==> src/rtl/mem_access_unit.sv <==
// mem_access_unit: load/store controller between execute and data memory.
// Runs a req/ready handshake, flags misalignment and memory timeouts.
module mem_access_unit #(
    parameter int TIMEOUT_CYCLES = 255,
    parameter int CNT_W          = 8
) (
    input  logic        clk,
    input  logic        rst_n,
    input  logic        start,
    input  logic        is_store,
    input  logic [2:0]  funct3,
    input  logic [31:0] addr,
    input  logic [31:0] store_data,
    output logic        busy,
    output logic        done,
    output logic        err_align,
    output logic        err_timeout,
    output logic [31:0] dmem_out,
    output logic [6:0]  load_type,
    output logic        mem_req,
    output logic        mem_we,
    output logic [29:0] mem_addr,
    output logic [3:0]  mem_be,
    output logic [31:0] mem_wdata,
    input  logic        mem_ready,
    input  logic [31:0] mem_rdata
);

    typedef enum logic [1:0] {
        S_IDLE,
        S_REQ,
        S_DONE
    } state_t;

    localparam logic [CNT_W-1:0] LAST = CNT_W'(TIMEOUT_CYCLES - 1);

    state_t           r_state;
    state_t           w_next;
    logic [CNT_W-1:0] r_cnt;
    logic             r_we;
    logic [29:0]      r_addr;
    logic [3:0]       r_be;
    logic [31:0]      r_wdata;
    logic [6:0]       r_lt;
    logic [31:0]      r_dmem;
    logic [6:0]       r_load_type;
    logic             r_err_align;
    logic             r_err_timeout;

    logic [1:0]       w_k;
    logic             w_fault;
    logic [3:0]       w_be;
    logic [31:0]      w_wdata;
    logic [6:0]       w_lt;
    logic             w_hs;
    logic             w_set_align;
    logic             w_set_to;

    assign w_k = addr[1:0];

    // Alignment / illegal-size check on the incoming request
    always_comb begin
        w_fault = 1'b0;
        unique case (funct3)
            3'd0, 3'd4: w_fault = 1'b0;
            3'd1, 3'd5: w_fault = addr[0];
            3'd2:       w_fault = |addr[1:0];
            default:    w_fault = 1'b1;
        endcase
    end

    // Byte-lane enables and lane-replicated write data
    always_comb begin
        w_be    = 4'hF;
        w_wdata = 32'h0;
        if (is_store) begin
            unique case (funct3[1:0])
                2'b00: begin
                    w_be    = 4'b0001 << w_k;
                    w_wdata = {4{store_data[7:0]}};
                end
                2'b01: begin
                    w_be    = addr[1] ? 4'b1100 : 4'b0011;
                    w_wdata = {2{store_data[15:0]}};
                end
                default: begin
                    w_be    = 4'hF;
                    w_wdata = store_data;
                end
            endcase
        end
    end

    // Writeback parse code for the load
    always_comb begin
        w_lt = 7'd0;
        unique case (funct3)
            3'd0:    w_lt = {5'd0, w_k};
            3'd1:    w_lt = addr[1] ? 7'd6 : 7'd4;
            3'd2:    w_lt = 7'd7;
            3'd4:    w_lt = 7'd8 + {5'd0, w_k};
            3'd5:    w_lt = addr[1] ? 7'd13 : 7'd12;
            default: w_lt = 7'd0;
        endcase
    end

    // State register
    always_ff @(posedge clk or negedge rst_n) begin
        if (!rst_n) r_state <= S_IDLE;
        else        r_state <= w_next;
    end

    // Next-state and completion events
    always_comb begin
        w_next      = r_state;
        w_hs        = 1'b0;
        w_set_align = 1'b0;
        w_set_to    = 1'b0;
        unique case (r_state)
            S_IDLE: begin
                if (start) begin
                    w_next      = w_fault ? S_DONE : S_REQ;
                    w_set_align = w_fault;
                end
            end
            S_REQ: begin
                if (mem_ready) begin
                    w_hs   = 1'b1;
                    w_next = S_DONE;
                end else if (r_cnt == LAST) begin
                    w_set_to = 1'b1;
                    w_next   = S_DONE;
                end
            end
            S_DONE:  w_next = S_IDLE;
            default: w_next = S_IDLE;
        endcase
    end

    // Count REQ cycles spent waiting for the memory
    always_ff @(posedge clk or negedge rst_n) begin
        if (!rst_n)
            r_cnt <= '0;
        else if (r_state == S_REQ && !mem_ready)
            r_cnt <= r_cnt + 1'b1;
        else
            r_cnt <= '0;
    end

    // Capture the request when it is accepted in IDLE
    always_ff @(posedge clk or negedge rst_n) begin
        if (!rst_n) begin
            r_we    <= 1'b0;
            r_addr  <= '0;
            r_be    <= '0;
            r_wdata <= '0;
            r_lt    <= '0;
        end else if (r_state == S_IDLE && start) begin
            r_we    <= is_store;
            r_addr  <= addr[31:2];
            r_be    <= w_be;
            r_wdata <= w_wdata;
            r_lt    <= w_lt;
        end
    end

    // Register the read word and its parse code on a load handshake
    always_ff @(posedge clk or negedge rst_n) begin
        if (!rst_n) begin
            r_dmem      <= '0;
            r_load_type <= '0;
        end else if (w_hs && !r_we) begin
            r_dmem      <= mem_rdata;
            r_load_type <= r_lt;
        end
    end

    // Error flags live only for the DONE cycle
    always_ff @(posedge clk or negedge rst_n) begin
        if (!rst_n) begin
            r_err_align   <= 1'b0;
            r_err_timeout <= 1'b0;
        end else begin
            r_err_align   <= w_set_align;
            r_err_timeout <= w_set_to;
        end
    end

    assign busy        = (r_state == S_REQ);
    assign mem_req     = (r_state == S_REQ);
    assign done        = (r_state == S_DONE);
    assign err_align   = r_err_align;
    assign err_timeout = r_err_timeout;
    assign dmem_out    = r_dmem;
    assign load_type   = r_load_type;
    assign mem_we      = r_we;
    assign mem_addr    = r_addr;
    assign mem_be      = r_be;
    assign mem_wdata   = r_wdata;

endmodule
==> config.mk <==
export PLATFORM = sky130hd
export DESIGN_NAME = mem_access_unit
export DESIGN_NICKNAME = d
export VERILOG_FILES = /design/src/rtl/mem_access_unit.sv
export SDC_FILE = /design/constraint.sdc
export NUM_CORES = 1
export LEC_CHECK = 0
export BUFFER_PORTS_ARGS = -buffer_cell sky130_fd_sc_hd__buf_4
export CAP_MARGIN = 20
export CORE_MARGIN = 5
export CORE_UTILIZATION = 48
export DETAILED_ROUTE_END_ITERATION = 16
export HOLD_SLACK_MARGIN = 0.08
export PLACE_DENSITY = 0.85
export SLEW_MARGIN = 20
export SYNTH_ARGS = -nofsm -noshare
export SYNTH_HDL_FRONTEND = slang
export SYNTH_SLANG_ARGS = --single-unit
export TNS_END_PERCENT = 5
==> constraint.sdc <==
create_clock -name clk -period 1.8 [get_ports clk]
set_input_delay 0.36 -clock clk [delete_from_list [all_inputs] [get_ports clk]]
set_output_delay 0.36 -clock clk [all_outputs]
set_load 0.01 [all_outputs]
* Word-level counts from Yosys, hierarchy flattened
Index checks and enable logic that the tools add are counted.
** Operators by class
- Mux-type cells :: 22
- Add/subtract/negate cells :: 2
- Shift operators :: 1
- Reductions and logical operators :: 12
- Eq/ne operators :: 10
** Operators by type and width (number)
- 32-bit case mux with 2 select lines :: 1
- 32-bit 2-to-1 mux :: 1
- 5-bit case mux with 5 select lines :: 1
- 2-bit 2-to-1 mux :: 5
- 8-bit by 1-bit adder with 8-bit output, second input constant :: 1
- 8-bit equality test, second input constant :: 1
- 1-bit 2-to-1 mux :: 8
- 4-bit 2-to-1 mux :: 2
- 8-bit 2-to-1 mux :: 1
- 4-bit case mux with 2 select lines :: 1
- 3-bit equality test, second input constant :: 2
- 2-bit OR reduction :: 3
- 4-bit by 2-bit adder with 5-bit output, first input constant :: 1
- 2-bit by 1-bit equality test with 1-bit output, second input constant :: 2
- 2-bit zero test :: 2
- 2-bit case mux with 2 select lines :: 1
- 1-bit by 2-bit << shifter with 4-bit output, first input constant :: 1
- 3-bit by 1-bit equality test with 1-bit output, second input constant :: 1
- 3-bit by 2-bit equality test with 1-bit output, second input constant :: 1
- 1-bit logical AND :: 3
- 3-bit zero test :: 1
- 3-bit by 1-bit inequality test with 1-bit output, second input constant :: 1
- 1-bit case mux with 3 select lines :: 1
- 2-bit equality test, second input constant :: 1
- 3 further kinds :: 4
** Word-level totals
- Logic and storage cells :: 58
- Register bits after elaboration :: 125

* Longest topological paths before layout
Gate-level depths: netlist of run 1.
- Depth in word-level cells :: 6
- Depth in mapped cells :: 5
- Gate-level depth less buffers :: 5

* Worst setup path after synthesis of run 1
No wires, ideal clock.
- Kind :: reg2reg
- Start :: register r_state[0]
- End :: register r_dmem[10] (netlist: dmem_out[10])
- Setup slack :: 288 ps
- Clock period less this slack :: 1512 ps
- Library setup time :: 125 ps
- Arrival time :: 1387 ps
- Path buffers :: 2
- Stages on the path, launching flop included :: 6
- Path through :: dfrtp_1 nor2b_2 and3b_1 buf_6 buf_12 mux2_4
** Between the ends
- Longest elaborated chain between the ends :: 3
** RTL lines
- start, declared :: RTL line 37 : state_t r_state;
- start signal, assigned :: RTL line 110 : else r_state <= w_next;
- 2-bit by 1-bit equality test with 1-bit output
- net busy :: RTL line 14 : output logic busy,
- 1-bit 2-to-1 mux :: RTL line 119 : unique case (r_state)
- 1-bit logical AND :: RTL line 172 : end else if (w_hs && !r_we) begin
- end signal, assigned :: RTL line 173 : r_dmem <= mem_rdata;
- end, declared :: RTL line 45 : logic [31:0] r_dmem;
The timed path passes the listed nets, and every way through them passes these cells.
A chain may end at the register's enable or synchronous reset.

* Final worst setup path of run 1
- Start :: register r_state[0]
- End :: output busy
** Between the ends
- Longest elaborated chain between the ends :: 1
** RTL lines
- 2-bit by 1-bit equality test with 1-bit output :: RTL line 189 : assign busy = (r_state == S_REQ);
- end, declared :: RTL line 14
No other way between the ends.

==> metrics, run 1 <==
dpl cell area=0.00685 mm^2; share of layout cells above drive strength 1=39.7%; pin count of the biggest net entering global routing=76; drt pass-1 iters=5; synth warn=0; Die Span X=114 um; first-pass GRT wire length=26,000 um; clock slew at reported path FFs=roughly 0.060 ns; Avg Cell Area, Syn=11.0 um^2; most frequent cells in the layout=212 x buf_4, 131 x nand2_1, 119 x dfrtp_1; hold slack final=just over 0.1 ns; post-CTS setup buffer count=0; status=complete, no violations; Core ar.=0.0104 mm^2; Synth Cell Area=0.00515 mm^2; GR Overflow Total=0; Synth cell types=38; critical path arrival=approximately 1.3 ns; overall power=around 11 mW; slowest cell delay on critical path=0.44 ns; final setup fails=0; Register-to-Register Setup Slack=0.17 ns; GRT Overall Usage=25.9%; Crit-path slowest cell=dfrtp_1; P_leak=4.02 nW; Crit path required time=between 1 and 1.5 ns; Post-Synthesis Cells=469; Power Dens Cells=1380 mW/mm^2; setup ws final=0.117 ns; starting density of the core=49.6%; Setup crit end kind=primary output; post-synthesis sequential area ratio=57.9%; DP Worst Slack=0.205 ns; number of H-tree levels=4; critical path cell sequence=nor2b_2, buf_4; routed via count=4,577; vias in the first global route=roughly 4,900; Post-Route WL=16,600 um; Area contributors post-synth=dfrtp_1 58%, nand2_1 9.6%, mux2_4 8.8%; area leader, netlist=dfrtp_1; area grow syn2layout=55.2%; Rel. slew slack=64.8%; Vias/cell=5.17; clk_lat worst skew=0.51 ns; fmax=594 MHz; clock buffer depth=2; root buffer cell=clkbuf_8; nets=843; FILL cells=644; I/O pin cnt=215; cell count after placement=794; pins over their slew limit=0; CP Buf/Inv Count=1; hold buffer count at cts=59; CTS tree=done; VDD IR max=0.910 mV; number of routed nets with antenna violations=0; Avg WL per Cell=18.8 um; critical setup path kind=reg -> out; worst hold path type=in -> reg; CTS buffer count=17; I/O Buffers=211; Iter 0 DRT Violations=269; CP top delay family=flip-flops; dpl hpwl=10,200 um; die area=0.0129 mm^2; final instance area=around 0.008 mm^2; FP Rows=37; Final period util=93.5%; maxcap violations=0; antenna violations before repair=1; Final Wtd Congestion=0.835; post-CTS sizing=0; die height=114 um; Max FO, Critical Path=6; final std cells w/o fill=885; commonest non-fill, non-tap cell in the layout=buf_4; fin crit period=about 1.7 ns; Worst-Margin Slew=0.527 ns; Final Util=77.1%; post-synth top area share=57.9%; Sink Count=119; Final Skew=0.0135 ns; Worst setup SP type=register; post-synthesis register bit count=approximately 120; # DRC=0; TNS Setup=0 ns; RSZ-0062 raised after global routing=no; Final Hold Vio Count=0
registers in the layout, indices dropped and copies added (netlist names):
signal and flops:
dmem_out 32, err_align 1, err_timeout 1, load_type 4, mem_addr 30, mem_be 4
mem_wdata 32, mem_we 1, r_cnt 8, r_lt 4, r_state 2
power breakdown:
group | internal, mW | switching, mW | total, mW
registers | 3.56 | 0.643 | 4.20
logic | 2.07 | 1.68 | 3.75
clock network | 1.94 | 1.14 | 3.08
total | 7.57 | 3.47 | 11.0
Yosys cell counts, drive strengths merged:
| library cell | n |
|---|---|
| nand2 | 131 |
| dfrtp | 119 |
| mux2 | 45 |
| o21ai | 45 |
| buf | 23 |
| nor2 | 20 |
| nand3 | 14 |
| clkbuf | 9 |
| a22o | 8 |
| mux2i | 8 |
| a31oi | 7 |
| nand2b | 5 |
| a21oi | 4 |
| a21o | 3 |
| inv | 3 |
| or3 | 3 |
| ha | 2 |
| nand4 | 2 |
| nor2b | 2 |
| or2 | 2 |
| or3b | 2 |
| xor2 | 2 |
| a211oi | 1 |
| and2b | 1 |
| and3b | 1 |
| conb | 1 |
| nor3 | 1 |
| nor3b | 1 |
| o21ba | 1 |
| o21bai | 1 |
| o31a | 1 |
| xnor2 | 1 |
final timing paths:
kind                                          start  cells after the start                        end
min                                   store_data[2]                      3   mem_wdata[2]$_DFFE_PN0P_
min in group asynchronous                     rst_n                      2   load_type[1]$_DFFE_PN0P_
min reg2reg                mem_wdata[1]$_DFFE_PN0P_                      2   mem_wdata[1]$_DFFE_PN0P_
max reg2reg                  r_state[1]$_DFFE_PN0P_                      3  mem_wdata[18]$_DFFE_PN0P_
max                          r_state[0]$_DFFE_PN0P_                      2                       busy
max in group asynchronous                     rst_n                      3    dmem_out[1]$_DFFE_PN0P_
final cells by class:
class | instances | area, um^2 | area share (%)
antenna | 1 | 2.50 | 0.0313
timing repair buffer | 279 | 2330 | 29.2
tap | 136 | 170 | 2.13
multi-input combinational | 317 | 1960 | 24.6
clock buffer | 20 | 425 | 5.32
inverter | 3 | 11.3 | 0.141
clock inverter | 10 | 108 | 1.35
sequential | 119 | 2980 | 37.3
per-layer routing:
metal	part of all wire (%)	GRT usage [%]
met5	0	0
met2	53	46.1
met1	38	29.8
met4	2.5	9.13
met3	7.2	7.06
cell families after synthesis:
logic type / Yosys count / share of synthesized area (%)
buffers and inverters: 35 / 4.30
xor gates and xnor gates: 3 / 0.511
adders and majority gates: 2 / 0.486
other: 1 / 0.0729
AOI/OAI and AO/OA: 71 / 8.07
DFF: 119 / 57.9
muxes: 53 / 13.6
and+or+nand+nor: 185 / 15.1
tightest hold or removal path: stages:
cell and delay, ns:
buf_4 0.09, nand3_1 0.06, nand2_1 0.06
(Power assumes the default switching activity.)
==> inputs of run 2 (changes only) <==
- MAX_ROUTING_LAYER: unset -> met4
==> metrics, run 2 (synthesis gave the netlist of run 1 again) <==
nets=843 (unchanged); worst hold path type=in -> reg; pins over their slew limit=0 (unchanged); metal2 WL=8590 um (-2.0%); I/O pin cnt=215 (unchanged); P_leak=4.02 nW (unchanged); Hold Crit Depth=3 (unchanged); Final Skew=0.0120 ns (-0.00155 ns); Core ar.=0.0104 mm^2 (unchanged); Worst setup SP type=register; Final Wtd Congestion=0.847 (+1.5%); stages on the worst setup path=2 (unchanged); Vias/cell=5.17 (about the same); WL met1=6320 um (+1.1%); final setup fails=0 (unchanged); RSZ-0062 raised after global routing=no; commonest non-fill, non-tap cell in the layout=buf_4; CP Buf/Inv Count=1 (unchanged); FP Rows=37 (unchanged); Rel. slew slack=65.6% (+0.80 points); number of routed nets with antenna violations=0 (unchanged); clock buffer depth=2 (unchanged); VDD IR max=0.904 mV (-0.63%); critical path arrival=1.32 ns (about the same); Crit path required time=1.44 ns (about the same); Top Layer Used=met4; status=complete, no violations; critical setup path kind=reg -> out; number of H-tree levels=4 (unchanged); GRT Overall Usage=26.7% (+0.81 points); # DRC=0 (unchanged); maxcap violations=0 (unchanged); GR Overflow Total=0 (unchanged); Sink Count=119 (unchanged); share of layout cells above drive strength 1=39.7% (unchanged); Die Span X=114 um (unchanged); area grow syn2layout=55.2% (unchanged); starting density of the core=49.6% (unchanged); Iter 0 DRT Violations=302 (+12%); Max FO, Critical Path=6 (unchanged); Reg2Reg Depth=3 (unchanged); TNS Setup=0 ns (unchanged); Worst-Margin Slew=0.515 ns (-0.0120 ns); CP top delay family=flip-flops; first-pass GRT wire length=26,000 um (-0.11%); I/O Buffers=211 (unchanged); critical path cell sequence=nor2b_2, buf_4; post-CTS setup buffer count=0 (unchanged); dpl cell area=0.00685 mm^2 (unchanged); Final period util=93.5% (about the same); drt pass-1 iters=5 (unchanged); clock slew at reported path FFs=0.06 ns (about the same); die height=114 um (unchanged); Post-Route WL=16,600 um (-0.14%); Final Hold Vio Count=0 (unchanged); final instance area=0.00799 mm^2 (unchanged); Setup crit end kind=primary output; CTS buffer count=17 (unchanged); dpl hpwl=10,200 um (unchanged); post-CTS sizing=0 (unchanged); fmax=594 MHz (about the same); routed via count=4,578 (+0.022%); root buffer cell=clkbuf_8; die area=0.0129 mm^2 (unchanged); slowest cell delay on critical path=0.44 ns (about the same); clk_lat worst skew=0.51 ns (about the same); most frequent cells in the layout=212 x buf_4, 131 x nand2_1, 119 x dfrtp_1; fin crit period=1.68 ns (-0.000253 ns); CTS tree=done; antenna violations before repair=1 (unchanged); pin count of the biggest net entering global routing=76 (unchanged); met3 WL=1200 um (-0.17%); vias in the first global route=4,863 (+0.27%); Power Dens Cells=1380 mW/mm^2 (about the same); Avg WL per Cell=18.8 um (-0.14%); Crit-path slowest cell=dfrtp_1
-- run 2: cell counts in the layout (fill, tap and decap cells not counted) --
Identical to the previous run, type by type.
-- run 2: layout make-up --
| type | instances | area [um^2] |
|---|---|---|
| flip-flops and latches | 119 | 2980 |
| fillers | 644 | 2380 |
| repair buffers | 279 | 2330 |
| multi-input cells | 317 | 1960 |
| clock buffers | 20 | 425 |
| well taps | 136 | 170 |
| clock inverters | 10 | 108 |
| inverters | 3 | 11.3 |
| diodes | 1 | 2.50 |
-- run 2: stage by stage --
stage	std cells	setup WS, ns	utilization [%]	power (mW)	hold WS, ns
after detailed placement	794	0.205	66.1	7.72	0.353
after global routing	885	0.0495	77.1	11.6	0.0804
after CTS	883	0.109	76.9	10.9	0.0804
final	885	0.117	77.1	11.0	0.101
after global placement	794	0.240	66.1	7.57	0.350
after floorplan	471	0.288	-	5.70	0.0644
-- run 2: power breakdown --
group	switching (mW)	internal (mW)
logic	1.68	2.07
clock network	1.14	1.94
registers	0.647	3.56
total	3.46	7.57
-- run 2: what timing repair did --
action                                  CTS  global route
hold buffers                             59             1
endpoints found under the setup margin    0             0
hold endpoints to repair                 89             1
-- run 2: path summary, 6_finish.rpt --
kind | from | endpoint | slack [ns]
worst max-delay path | r_state[0]$_DFFE_PN0P_ | busy | 0.12
worst min-delay path | store_data[2] | mem_wdata[2]$_DFFE_PN0P_ | 0.10
worst max register to register | r_state[1]$_DFFE_PN0P_ | mem_wdata[18]$_DFFE_PN0P_ | 0.17
worst min register to register | r_lt[3]$_DFFE_PN0P_ | r_lt[3]$_DFFE_PN0P_ | 0.47
max in group asynchronous | rst_n | dmem_out[1]$_DFFE_PN0P_ | 0.85
min in group asynchronous | rst_n | r_lt[1]$_DFFE_PN0P_ | 0.42
-- run 2: routing by layer --
metal / GRT usage, % / vias up
met4: 9.13 / 0
met5: - / -
met3: 6.90 / 34
met2: 46.1 / 216
met1: 30.0 / 2228
li1: - / 2100
-- run 2: tightest hold or removal path: cells and delay by family --
kind                   cells  cell delay [ns]
AND/OR/NAND/NOR            2             0.12
buffers and inverters      1             0.09
